<file path="config.mk">
export PLATFORM = sky130hd
export DESIGN_NAME = reg_writeback
export DESIGN_NICKNAME = d
export VERILOG_FILES = /design/src/rtl/reg_writeback_pkg.sv /design/src/rtl/wb_scoreboard.sv /design/src/rtl/reg_writeback.sv
export SDC_FILE = /design/constraint.sdc
export NUM_CORES = 1
export LEC_CHECK = 0
export ABC_AREA = 1
export CAP_MARGIN = 20
export CORE_MARGIN = 2
export CORE_UTILIZATION = 44
export CTS_CLUSTER_DIAMETER = 100
export DETAILED_ROUTE_END_ITERATION = 10
export PLACE_DENSITY = 0.79
export SLEW_MARGIN = 20
export SYNTH_ARGS = -nofsm -noshare
export SYNTH_HDL_FRONTEND = slang
export SYNTH_HIERARCHICAL = 1
export SYNTH_SLANG_ARGS = --single-unit
export TNS_END_PERCENT = 1
</file>
<file path="constraint.sdc">
create_clock -name clk -period 2.43 [get_ports clk]
set_input_delay 0.486 -clock clk [delete_from_list [all_inputs] [get_ports clk]]
set_output_delay 0.486 -clock clk [all_outputs]
set_load 0.02 [all_outputs]
</file>
<file path="src/rtl/reg_writeback_pkg.sv">
// Shared types for the register-file write side: data/address types,
// the arbiter source select and the hard-wired zero register.
package reg_writeback_pkg;
  typedef logic [31:0] word_t;
  typedef logic [4:0]  reg_addr_t;

  typedef enum logic [1:0] {
    WB_SRC_NONE,
    WB_SRC_ALU,
    WB_SRC_MEM
  } wb_src_t;

  localparam reg_addr_t REG_ZERO = 5'd0;
endpackage

</file>
<file path="src/rtl/wb_scoreboard.sv">
// Busy vector of destination registers with pending results.
// Priority at an edge: flush > set > clear; x0 is never marked busy.
module wb_scoreboard
  import reg_writeback_pkg::*;
#(
  parameter int NUM_REGS = 32
) (
  input  logic      clk,
  input  logic      rst,
  input  logic      set_en_i,
  input  reg_addr_t set_addr_i,
  input  logic      clr_en_i,
  input  reg_addr_t clr_addr_i,
  input  logic      flush_i,
  input  reg_addr_t q1_addr_i,
  input  reg_addr_t q2_addr_i,
  input  reg_addr_t q3_addr_i,
  output logic      q1_busy_o,
  output logic      q2_busy_o,
  output logic      q3_busy_o
);
  logic [NUM_REGS-1:0] busy_q, busy_d;

  always_comb begin
    busy_d = busy_q;
    if (clr_en_i) busy_d[clr_addr_i] = 1'b0;
    if (set_en_i && set_addr_i != REG_ZERO) busy_d[set_addr_i] = 1'b1;
    if (flush_i) busy_d = '0;
  end

  always_ff @(posedge clk) begin
    if (rst) busy_q <= '0;
    else     busy_q <= busy_d;
  end

  assign q1_busy_o = busy_q[q1_addr_i];
  assign q2_busy_o = busy_q[q2_addr_i];
  assign q3_busy_o = busy_q[q3_addr_i];
endmodule

</file>
<file path="src/rtl/reg_writeback.sv">
// Arbitrates ALU and LSU results into the single register-file write port
// and tracks outstanding destinations. `REG_WRITEBACK_BYPASS_EN adds forwarding.
module reg_writeback
  import reg_writeback_pkg::*;
#(
  parameter int NUM_REGS     = 32,
  parameter int MEM_PRIO_AGE = 4
) (
  input  logic      clk,
  input  logic      rst,
  input  logic      issue_valid,
  input  reg_addr_t issue_rd_addr,
  output logic      issue_ready,
  input  reg_addr_t rs1_addr,
  input  reg_addr_t rs2_addr,
  output logic      rs1_busy,
  output logic      rs2_busy,
`ifdef REG_WRITEBACK_BYPASS_EN
  output logic      rs1_fwd_valid,
  output logic      rs2_fwd_valid,
  output word_t     rs1_fwd_data,
  output word_t     rs2_fwd_data,
`endif
  input  logic      alu_valid,
  input  reg_addr_t alu_rd_addr,
  input  word_t     alu_data,
  output logic      alu_ready,
  input  logic      mem_valid,
  input  reg_addr_t mem_rd_addr,
  input  word_t     mem_data,
  output logic      mem_ready,
  input  logic      flush,
  output logic      write_en,
  output reg_addr_t rd_addr,
  output word_t     rd_data
);
  localparam int AW = (MEM_PRIO_AGE > 0) ? $clog2(MEM_PRIO_AGE + 1) : 1;
  localparam logic [AW-1:0] AGE_MAX = AW'(MEM_PRIO_AGE);

  logic [AW-1:0] age_q, age_d;
  logic          override, alu_xfer, mem_xfer;
  wb_src_t       src;
  reg_addr_t     win_addr;
  word_t         win_data;
  logic          wen_q, wen_d;
  reg_addr_t     addr_q, addr_d;
  word_t         data_q, data_d;
  logic          sb_rs1, sb_rs2, sb_iss;

  // With MEM_PRIO_AGE==0, AGE_MAX is 0 and the counter never moves, so gate explicitly.
  assign override  = (MEM_PRIO_AGE != 0) && (age_q == AGE_MAX);
  assign alu_ready = !override;
  assign mem_ready = mem_valid && (!alu_valid || override);
  assign alu_xfer  = alu_valid && alu_ready;
  assign mem_xfer  = mem_valid && mem_ready;

  always_comb begin
    src      = WB_SRC_NONE;
    win_addr = REG_ZERO;
    win_data = '0;
    if (mem_xfer)      src = WB_SRC_MEM;
    else if (alu_xfer) src = WB_SRC_ALU;
    case (src)
      WB_SRC_ALU: begin win_addr = alu_rd_addr; win_data = alu_data; end
      WB_SRC_MEM: begin win_addr = mem_rd_addr; win_data = mem_data; end
      default:    ;
    endcase
  end

  always_comb begin
    age_d = age_q;
    if (flush || mem_xfer)                          age_d = '0;
    else if (mem_valid && !mem_ready && age_q != AGE_MAX) age_d = age_q + 1'b1;
  end

  // A result to x0 still updates address/data but never strobes the file.
  always_comb begin
    wen_d  = 1'b0;
    addr_d = addr_q;
    data_d = data_q;
    if (src != WB_SRC_NONE) begin
      wen_d  = (win_addr != REG_ZERO);
      addr_d = win_addr;
      data_d = win_data;
    end
  end

  always_ff @(posedge clk) begin
    if (rst) begin
      age_q  <= '0;
      wen_q  <= 1'b0;
      addr_q <= REG_ZERO;
      data_q <= '0;
    end else begin
      age_q  <= age_d;
      wen_q  <= wen_d;
      addr_q <= addr_d;
      data_q <= data_d;
    end
  end

  assign write_en = wen_q;
  assign rd_addr  = addr_q;
  assign rd_data  = data_q;

  assign issue_ready = (issue_rd_addr == REG_ZERO) || !sb_iss;

  wb_scoreboard #(.NUM_REGS(NUM_REGS)) u_sb (
    .clk        (clk),
    .rst        (rst),
    .set_en_i   (issue_valid && issue_ready),
    .set_addr_i (issue_rd_addr),
    .clr_en_i   (src != WB_SRC_NONE),
    .clr_addr_i (win_addr),
    .flush_i    (flush),
    .q1_addr_i  (rs1_addr),
    .q2_addr_i  (rs2_addr),
    .q3_addr_i  (issue_rd_addr),
    .q1_busy_o  (sb_rs1),
    .q2_busy_o  (sb_rs2),
    .q3_busy_o  (sb_iss)
  );

`ifdef REG_WRITEBACK_BYPASS_EN
  assign rs1_fwd_valid = wen_q && (addr_q == rs1_addr) && (rs1_addr != REG_ZERO);
  assign rs2_fwd_valid = wen_q && (addr_q == rs2_addr) && (rs2_addr != REG_ZERO);
  assign rs1_fwd_data  = data_q;
  assign rs2_fwd_data  = data_q;
  assign rs1_busy      = (rs1_addr != REG_ZERO) && sb_rs1 && !rs1_fwd_valid;
  assign rs2_busy      = (rs2_addr != REG_ZERO) && sb_rs2 && !rs2_fwd_valid;
`else
  assign rs1_busy      = (rs1_addr != REG_ZERO) && sb_rs1;
  assign rs2_busy      = (rs2_addr != REG_ZERO) && sb_rs2;
`endif
endmodule

</file>
==> results of run 1 <==
[logic make-up after synthesis]
group | count (synthesis) | synth area share [%]
compound gates | 106 | 13.9
xor+xnor | 1 | 0.210
fa+ha+maj | 2 | 0.599
buf+inv | 73 | 9.04
flops | 73 | 35.0
simple gates | 405 | 41.3
[through the flow]
| stage | cells | hold WS (ns) | total power, W | instance area [µm²] |
|---|---|---|---|---|
| after floorplan | 660 | 0.454 | 0.00161 | 4180 |
| after global placement | 922 | 0.473 | 0.00195 | 5720 |
| after detailed placement | 922 | 0.479 | 0.00196 | 5720 |
| after CTS | 938 | 0.493 | 0.00282 | 5930 |
| after global routing | 938 | 0.507 | 0.00293 | 5940 |
| final | 938 | 0.489 | 0.00280 | 5940 |
[placed cells by master, fill, tap and decap left out, types with 3 or more instances in the layout]
cell type	count
clkbuf_8	9
nand2_1	272
buf_6	4
nand2_2	7
or2_2	3
inv_2	8
o21ai_0	34
buf_4	22
inv_1	31
a21oi_1	37
or2_1	4
dfxtp_1	73
nand3_1	95
nor2_1	8
clkdlybuf4s50_1	125
a31oi_1	32
nor3_1	8
dlygate4sd2_1	5
clkinvlp_4	3
[layout make-up]
type                            count  share of cell area [%]
Sequential cell                    73                    24.6
Clock inverter                      7                   0.906
Multi-Input combinational cell    514                    39.8
Inverter                           41                    2.68
Tap cell                          129                    2.72
Timing Repair Buffer              165                    27.2
Clock buffer                        9                    2.09
[synth_stat cells, drive strengths merged]
master  count  area (µm²)
ha          2        25.0
o41ai       2        17.5
dfxtp      73        1460
nor3       10        60.1
xor2        1        8.76
nor4        1        6.26
o21ai      34         170
nand2     281        1090
a31oi      32         200
inv        41         154
nor2       11        53.8
nand3      95         475
a21oi      37         185
buf        24         194
a21boi      1        7.51
or2         7        43.8
clkbuf      8        30.0
[critical path, cell delays in order]
cell	delay, ns
dlygate4sd2_1	0.32
inv_2	0.23
nand2_1	0.08
nand3_1	0.07
nand3_1	0.08
nand2_1	0.07
nand2_1	0.04
nand2_1	0.07
nand2_1	0.04
nand2_1	0.09
nand2_1	0.05
clkdlybuf4s15_2	0.24
[final timing paths]
kind	startpoint	to	slack, ns	depth (start not counted)
max	issue_rd_addr[0]	issue_ready	0.06	12
min	rd_data[27]	rd_data[27]	0.49	2
max reg2reg	age_q[0]	u_sb/busy_q[12]	0.31	11
min reg2reg	rd_data[27]	rd_data[27]	0.49	2
[power groups by stage]
stage	Combinational [W]	Sequential, W	Clock, W
2_1_floorplan	0.000274	0.00134	0
3_3_place_gp	0.000656	0.00129	0
3_5_place_dp	0.000665	0.00129	0
4_1_cts	0.000671	0.00127	0.000876
5_1_grt	0.000729	0.00127	0.000927
6_report	0.000674	0.00127	0.000860
[state kept, by name, summed over array words and instances, names as in the netlist]
signal	cells
age_q	3
write_en	1
rd_addr	5
rd_data	32
u_sb/busy_q	32
[per-layer routing]
layer	up-vias	GRT usage [%]	share of wire, %	routed length, µm
met1	2268	35.3	38	5830
met3	63	9.25	11	1610
li1	2468	-	-	-
met4	0	16.8	4.9	743
met2	281	50.1	46	7000
met5	-	0	0	0
[repair_timing]
action                                  4_1_cts  5_1_grt
setup buffers                                 0        0
endpoints found under the setup margin       34       24
gates resized for setup                      27        8
==> run metrics, run 1 <==
die area 0.0103 mm²; WP data required between 1.5 and 2 ns; final setup TNS 0 ns; setup ws final just over 0.06 ns; Initial Util a little under half; Port Buffer Count 137; pwr dens around 470 mW/mm²; period utilization a little over nine tenths; crit path launch type input port; DR vias/cell roughly 5.4; DR iter-0 viols between 400 and 500; Final Max Tran Viols 0; initial antenna violation count 0; fmax ~420 MHz; Reg area roughly 0.0015 mm²; fin nets 901; ANT nets after route 0; Worst-path clk slew about 0.080 ns; max_cap viols 0; maximum fanout along the worst path 16; Synth-to-Final Area Change 42.1%; run status finished clean; crit end category output pin; CTS tree built; hold buffers post-CTS 0; Least-Margin Pin Slew about 0.57 ns; Psw between 0.0008 and 0.0009 W; flops & latches, synth 73; routability-driven placement congestion ratio between 0.9 and 1; n_diodes 0; yosys warns 6; HP Class reg2reg; Die Wd slightly above 100 µm; Seq/Total Area, Yosys a little over a third; Syn Nets ~760; HPWL after detailed placement 11100 µm; Clock Skew roughly 0.012 ns; area of the multi-input gates approximately 0.0024 mm²; Clock power frac between 30% and 40%; unrepaired setup endpoints after global routing true; FILL cells 824; row count 35; logic gate share of total power a little under a quarter; TritonCTS buffer count 9; DRC Markers 0; peak supply drop 313 µV; Seq pwr share between 40% and 50%; fin util 64.3%; chip height 101 µm; clock latency on the worst-skew pair around 0.35 ns; pre-CTS WS -0.600 ns; grt total ovfl 0; gr usage total ~30%; Hold Fails Final Rpt 0; pin count of the biggest net entering global routing 34; static leakage 2.36 nW; minimum clock period ~2.4 ns; average size of a mapped cell 6.33 µm²; core area a little over 0.009 mm²; first-pass GRT wire length 24300 µm; Synth cell types 26; Critical Setup Path Class in2out; sw frac between 30% and 40%; io pins between 100 and 150; vias after detailed routing roughly 5100; root buf cell clkbuf_8; vias in the first global route approximately 5000; Wirelength per Cell roughly 16 µm; total internal power just under 0.002 W; clock buffer depth 2; synthesized area around 0.0042 mm²; clock net sink count between 70 and 80; Setup Viol. Count Final 0; Detailed Route WL approximately 15000 µm; H-tree lvl count 3; Worst EP arrival between 1.5 and 2 ns; Post-Syn Instances 660; DR pass1 iterations 5; Rel. slew slack between 60% and 70%; proportion of layout cells with a drive suffix above 1 9.52%
(Power assumes the default switching activity.)
==> run 2, diff against run 1 <==
--- a/config.mk
+++ b/config.mk
@@ -12,6 +12,7 @@
 export CTS_CLUSTER_DIAMETER = 100
 export DETAILED_ROUTE_END_ITERATION = 10
 export PLACE_DENSITY = 0.79
+export REMOVE_ABC_BUFFERS = 1
 export SLEW_MARGIN = 20
 export SYNTH_ARGS = -nofsm -noshare
 export SYNTH_HDL_FRONTEND = slang
==> run 2 against run 1 <==
Effect of this change: hold slack got worse by 0.0042 ns; flip-flop and latch count unchanged; critical path type unchanged; non-clock buffer count increased by 1; largest power group unchanged; global-route usage decreased by 0.54 points.
==> run metrics, run 2 (synthesized netlist as in run 1, its figures left out) <==
run status finished clean; root buf cell clkbuf_8; max incr delay on CP between 0.3 and 0.4 ns; period utilization between 90% and 100%; Area after DPL around 0.0058 mm²; gr usage total between 20 and 30%; fin nets 902; Hold Fails Final Rpt 0; clock buffer depth 2; Critical Path Most Common Cell nand2_1; leading cell type in the layout, fill and taps excluded nand2_1; ANT nets after route 0; HP Class reg2reg; Critical Setup Path Class in2out; row count 35; grt total ovfl 0; H-tree lvl count 3; most frequent cells in the layout nand2_1 (272), clkdlybuf4s50_1 (125), nand3_1 (95); Design Area, Final 0.00596 mm²; proportion of layout cells with a drive suffix above 1 between 9 and 10%; Rel. slew slack between 60% and 70%; chip height approximately 100 µm; minimum clock period 2.28 ns; DR iter-0 viols 344; die area ~0.010 mm²; WP data required ~1.9 ns; DRC Markers 0; Synth-to-Final Area Change 42.5%; Final Max Tran Viols 0; Post-CTS Setup Repair Bufs 0; Setup Viol. Count Final 0; Post-CTS Resized 20; Initial Util approximately 45%; TritonCTS buffer count 9; io pins 138; crit path launch type input port; maximum fanout along the worst path 16; max_cap viols 0; clock net sink count 73; vias after detailed routing between 5000 and 6000; Least-Margin Pin Slew approximately 0.58 ns; static leakage roughly 2.4 nW; HPWL after detailed placement 11600 µm; final setup TNS 0 ns; first-pass GRT wire length 23900 µm; WP buf/inv 4; Clock Skew between 0.008 and 0.009 ns; n_diodes 0; Die Wd between 100 and 150 µm; DR vias/cell roughly 5.5; Worst-path clk slew 0.07 ns; Detailed Route WL roughly 15000 µm; FILL cells about 850; pwr dens a little under 500 mW/mm²; Wirelength per Cell around 16 µm; clock latency on the worst-skew pair between 0.3 and 0.4 ns; unrepaired setup endpoints after global routing false; routability-driven placement congestion ratio ~0.97; DR pass1 iterations 7; critical path's slowest cell dlygate4sd2_1; vias in the first global route roughly 4900; cell breakdown of the critical path dlygate4sd2_1 > buf_12 > nand2_1 > nand3_1 > nand3_1 > nand2_1 > nand2_1 > nand2_1 > nand2_1 > nand2_1 > o41ai_2 > inv_1 > buf_2; core area ~0.0092 mm²; crit end category output pin; CP top delay family buffers and inverters; peak supply drop slightly below 400 µV; FF-to-FF setup slack between 0.3 and 0.4 ns; hold buffers post-CTS 0; CTS tree built; pin count of the biggest net entering global routing 39; Worst EP arrival between 1.5 and 2 ns; initial antenna violation count 0; fmax 439 MHz; Port Buffer Count around 140
run 2: final timing paths:
path,start,end,depth (start not counted)
hold reg to reg,rd_data[9],rd_data[9],2
hold / removal,rd_data[9],rd_data[9],2
setup / recovery,rs2_addr[0],rs2_busy,13
setup reg to reg,age_q[0],u_sb/busy_q[30],11
run 2: power breakdown:
group	switching, W	total [W]	internal, W
clock	0.000452	0.000947	0.000495
sequential	0.0000278	0.00127	0.00124
combinational	0.000352	0.000676	0.000324
total	0.000832	0.00289	0.00206
run 2: cell type report:
type                       instances  area [µm²]  share of cell area, %
timing repair buffer             166        1630                   27.4
tap                              129         161                   2.71
inverter                          41         159                   2.67
sequential                        73        1460                   24.5
multi-input combinational        514        2350                   39.4
clock buffer                      10         138                   2.31
clock inverter                     6        57.6                  0.966
run 2: metrics by stage:
step	std cells	setup slack (ns)	total power, W	hold slack (ns)	utilization [%]
after floorplan	628	0.438	0.00156	0.454	-
after global placement	923	-0.503	0.00196	0.471	62.3
after detailed placement	923	-0.521	0.00197	0.477	62.3
after CTS	939	-0.0386	0.00290	0.489	64.5
after global routing	939	0.00369	0.00300	0.502	64.5
final	939	0.154	0.00289	0.485	64.5
run 2: worst reg2reg max path, delay by kind of cell (launching register included):
kind | cells | cell delay (ns)
flops | 1 | 0.36
compound gates | 2 | 0.47
fa+ha+maj | 1 | 0.21
simple gates | 5 | 0.63
buf+inv | 3 | 0.31
run 2: routing by layer:
layer / track usage, % / vias to the layer above / part of all wire, %
met1: 34.0 / 2333 / 38
met4: 15.7 / 0 / 5.1
met5: 0 / - / 0
li1: - / 2466 / -
met3: 7.32 / 64 / 7.8
met2: 51.7 / 267 / 49
==> run 3, diff against run 2 <==
--- a/config.mk
+++ b/config.mk
@@ -13,6 +13,7 @@
 export DETAILED_ROUTE_END_ITERATION = 10
 export PLACE_DENSITY = 0.79
 export REMOVE_ABC_BUFFERS = 1
+export SETUP_SLACK_MARGIN = 0.2
 export SLEW_MARGIN = 20
 export SYNTH_ARGS = -nofsm -noshare
 export SYNTH_HDL_FRONTEND = slang
==> run 3 against run 2 <==
Effect of this change: fmax rose by 3.8%; flip-flop and latch count is the same; hold slack about the same; critical endpoint is now alu_ready; largest cell class unchanged; largest power group unchanged.
==> run metrics, run 3 (synthesized netlist as in run 1, its figures left out) <==
initial antenna violation count 0; first-pass GRT wire length approximately 24000 µm; Setup Viol. Count Final 0; vias in the first global route just under 5000; minimum clock period between 2 and 2.5 ns; Design Area, Final between 0.005 and 0.006 mm²; Min-Delay Path Depth 2; unrepaired setup endpoints after global routing true; Synth-to-Final Area Change 42.7%; crit end category output pin; Final Max Tran Viols 0; core area 0.00924 mm²; Detailed Route WL 15100 µm; reg2reg end u_sb/busy_q[30]; vias after detailed routing roughly 5200; Hold Fails Final Rpt 0; ANT nets after route 0; WP data required 1.94 ns; cell breakdown of the critical path inv_1 > ha_1 > nand2_2 > clkdlybuf4s50_1; R2R cell count 11; max incr delay on CP about 0.62 ns; TritonCTS buffer count 9; clock buffer depth 2; run status finished clean; die area just over 0.01 mm²; chip height 101 µm; Worst EP arrival roughly 1.7 ns; Critical Setup Path Class reg2out; HP Class reg2reg; io pins approximately 140; critical path's slowest cell clkdlybuf4s50_1; RR Startpoint age_q[0]; DR vias/cell ~5.5; HPWL after detailed placement 11600 µm; Initial Util 45.2%; n_diodes 0; Rel. slew slack ~60%; row count 35; DRC Markers 0; Hold EP rd_data[9]; Inst Count DP about 900; root buf cell clkbuf_8; Port Buffer Count 137; Post-CTS Setup Repair Bufs 0; final non-filler cell total 940; most frequent cells in the layout nand2_1 (272), clkdlybuf4s50_1 (124), nand3_1 (95); Worst-path clk slew around 0.070 ns; DR pass1 iterations 7; clock net sink count between 70 and 80; DR iter-0 viols 367; fmax between 400 and 500 MHz; CTS tree built; routability-driven placement congestion ratio around 0.97; clock latency on the worst-skew pair between 0.3 and 0.4 ns; max_cap viols 0; static leakage 2.39 nW; pin count of the biggest net entering global routing 39; fin nets roughly 900; Pwr Total roughly 0.0029 W; Least-Margin Pin Slew just under 0.6 ns; proportion of layout cells with a drive suffix above 1 10.1%; gr usage total roughly 30%; FF-to-FF setup slack 0.32 ns; grt total ovfl 0; Wirelength per Cell about 16 µm; hold_sp rd_data[9]; maximum fanout along the worst path 3; pwr dens between 400 and 500 mW/mm²; fin util about 65%; hold buffers post-CTS 0; crit path launch type register; peak supply drop about 390 µV; leading cell type in the layout, fill and taps excluded nand2_1; Clock Skew 0.00929 ns; Die Wd 101 µm; Area after DPL roughly 0.0058 mm²; H-tree lvl count 3; period utilization roughly nine tenths
run 3: cell count changes in the layout (fill, tap and decap cells not counted), sizes merged:
cell / change
clkbuf: +2
buf: +2
dlygate4sd2: -1
clkdlybuf4s50: -1
dlymetal6s2s: -1
run 3: final cells by class:
| cell class | count | area (µm²) |
|---|---|---|
| multi-input cells | 514 | 2360 |
| fillers | 849 | 3280 |
| flip-flops and latches | 73 | 1460 |
| clock buffers | 10 | 138 |
| clock inverters | 6 | 57.6 |
| inverters | 41 | 161 |
| repair buffers | 167 | 1620 |
| well taps | 129 | 161 |
run 3: timing repair:
item                                    in CTS  in global routing
endpoints found under the setup margin      35                 35
cloned                                       1                  0
gates resized for setup                     29                 15
run 3: through the flow:
step	worst slack, ns	TNS [ns]	hold slack (ns)
after global placement	-0.503	-13.22	0.471
after CTS	0.0930	0	0.489
after global routing	0.133	0	0.502
after detailed placement	-0.521	-11.95	0.477
final	0.237	0	0.485
after floorplan	0.438	0	0.454
run 3: how the worst max path moves through the flow:
stage	to	cells after the start	start
after detailed placement	rs2_busy	13	rs2_addr[0]
after global placement	rs2_busy	13	rs2_addr[0]
after floorplan	mem_ready	6	age_q[0]
after CTS	rs2_busy	12	rs2_addr[1]
after global routing	rs1_busy	11	u_sb/busy_q[19]
final	alu_ready	4	age_q[0]
run 3: worst max-delay path: cells and delay by family (launching register included):
family	cells	cell delay (ns)
buffers and inverters	2	0.69
adders and majority gates	1	0.20
and+or+nand+nor	1	0.11
DFF	1	0.36
run 3: power by group:
group | switching (W) | internal [W]
clock network | 0.000452 | 0.000495
registers | 0.0000276 | 0.00124
logic | 0.000355 | 0.000325
run 3: routing by layer:
layer	global-route usage [%]	share of wire (%)	vias up
met3	7.32	8.6	65
met1	34.1	37	2348
met2	51.5	49	271
li1	-	-	2471
met5	0	0	-
met4	16.0	5.4	0
==> edit, RTL diff (flow settings as in run 3) <==
Build with the macro `REG_WRITEBACK_BYPASS_EN` defined.
--- a/src/rtl/reg_writeback.sv
+++ b/src/rtl/reg_writeback.sv
@@ -1,5 +1,7 @@
 // Arbitrates ALU and LSU results into the single register-file write port
 // and tracks outstanding destinations. `REG_WRITEBACK_BYPASS_EN adds forwarding.
+`define REG_WRITEBACK_BYPASS_EN
+
 module reg_writeback
   import reg_writeback_pkg::*;
 #(
Function (old outputs only; new: rs1_fwd_data, rs1_fwd_valid, rs2_fwd_data and rs2_fwd_valid): changed (a bounded check fails within 4 cycles, from zero or initial values and one cycle with rst high).
==> edit against run 3 <==
- critical path depth unchanged
- non-clock buffer count up 70
- area after synthesis increased by 14%
- sequential cell count unchanged
- cell area grew 15%
- count of clock-buffer cells in the layout shrank 1
- synthesized cell count increased by 15%
- worst setup slack got worse by 29 ps
- sequential share of layout area down 3.0 points
- total power grew 14%
- hold slack improved by 14 ps
- cell count up 12%
- routed wire length is 9.5% higher
- largest cell class unchanged
==> edit: results (changes against run 3) <==
- Status: completed (unchanged)
- WL met2: 7760 µm (was 7340 µm)
- Critical path arrival: 1740 ps (was 1710 ps)
- Top FF cell, synth: dfxtp_1 (unchanged)
- Initial DRT Pass Iterations: 6 (was 7)
- Crit-path slowest cell: clkdlybuf4s50_1 (unchanged)
- Largest net degree at the start of global routing: 35 (was 39)
- Sequential area share after synthesis: 0.306 (was 0.350)
- Fin nets: 1007 (was 903)
- GR Layer Usage met1: 0.328 (was 0.341)
- Top Family by Delay on Critical Path: buffers and inverters (unchanged)
- P_sw: 1030 µW (was 835 µW)
- Layout cells sized above 1: 0.0940 (was 0.101)
- GRT Util Overall: 0.280 (was 0.299)
- Hpwl dp: 12300 µm (was 11600 µm)
- TritonCTS Buffers: 9 (unchanged)
- XOR/XNOR Fraction of Synth Area: 0.00916 (was 0.00210)
- M1 wire length: 6090 µm (was 5650 µm)
- Slew HR: 0.592 (was 0.606)
- Drt first-iter violations: 535 (was 367)
- Vias in the first global route: 5011 (was 4905)
- WL final: 16500 µm (was 15100 µm)
- DR vias/cell: 5.20 (was 5.48)
- M3 GR Usage: 0.112 (was 0.0732)
- Post-DR wirelength/cell: 15.7 µm (was 16.1 µm)
- Root Buffer: clkbuf_8 (unchanged)
- P_leak: 0.00276 µW (was 0.00239 µW)
- Mean area per synthesized cell: 6.32 µm² (was 6.33 µm²)
- Synth top cells by count: nand2_1, nand3_1, dfxtp_1 (unchanged)
- Netlist cell types: 29 (was 26)
- H-tree depth: 3 (unchanged)
- Mux cell area share after synthesis: 0 (unchanged)
- Layout Skew: 11.8 ps (was 9.29 ps)
- Worst vdd ir: 0.000280 V (was 0.000391 V)
- Clock Pin Slew Worst Setup and Hold Paths: around 80 ps
- Area share of fa/ha/maj cells after synthesis: 0.00523 (was 0.00599)
- Hold Vio Cnt, Final: 0 (unchanged)
- Met3 routed WL: 2180 µm (was 1290 µm)
- First-pass GRT wire length: 25500 µm (was 23900 µm)
- Synth area leaders: dfxtp_1, nand2_1, buf_4 (was dfxtp_1, nand2_1, nand3_1)
- Port Buffers: 203 (was 137)
- Clock Latency Late Sink: roughly 360 ps
- M2 GR Usage: 0.462 (was 0.515)
- Synth Area in Compound Gates: 0.122 (was 0.139)
- Crit-path max FO: 3 (unchanged)
- Routability congestion estimate: 0.888 (was 0.974)
## edit: changes by cell type after synthesis, sizes merged, moves of 3 or more
cell | before | now
buf | 24 | 87
a21oi | 37 | 34
nor2 | 11 | 29
inv | 41 | 45
nand2 | 281 | 285
o21ai | 34 | 40
xor2 | 1 | 5
or2 | 7 | 4
## edit: worst min-delay path: stages, from the launching register on
cell	delay, ps
dfxtp_1	330
nand2_1	70
a21oi_1	60
## edit: worst paths after layout
path	slack, ps	end	start
worst max register to register	260	u_sb/busy_q[30]	age_q[0]
worst min register to register	500	age_q[0]	age_q[0]
worst min-delay path	500	age_q[0]	age_q[0]
worst max-delay path	210	alu_ready	age_q[0]
## edit: repair_timing
| action | CTS | global route |
|---|---|---|
| setup endpoints to repair | 37 | 38 |
| setup buffers | 0 | 1 |
| gates cloned | 0 | 0 |
| hold buffers | 0 | 0 |
| resized for setup | 29 | 29 |
## edit: cell type report
type                            count  area (µm²)
Tap cell                          140         175
Inverter                           45         179
Timing Repair Buffer              237        2310
Sequential cell                    73        1470
Multi-Input combinational cell    544        2470
Fill cell                         980        3860
Clock buffer                        9         124
Clock inverter                      7         103
## edit: power by group through the flow
stage | logic, µW | clock network (µW) | registers [µW]
detailed placement | 911 | 0 | 1320
global route | 983 | 1150 | 1300
global placement | 903 | 0 | 1320
CTS | 909 | 1100 | 1290
floorplan | 239 | 0 | 1450
finish | 914 | 1100 | 1290
## edit: stage by stage
step           TNS [ps]  instance area, µm²  hold WS [ps]   util  setup slack, ps
2_1_floorplan         0                4100           454      -              371
3_3_place_gp      -8010                6560           479  0.613             -572
3_5_place_dp      -8240                6560           488  0.613             -552
4_1_cts               0                6780           499  0.634             33.2
5_1_grt               0                6830           534  0.639              106
6_report              0                6830           499  0.639              208
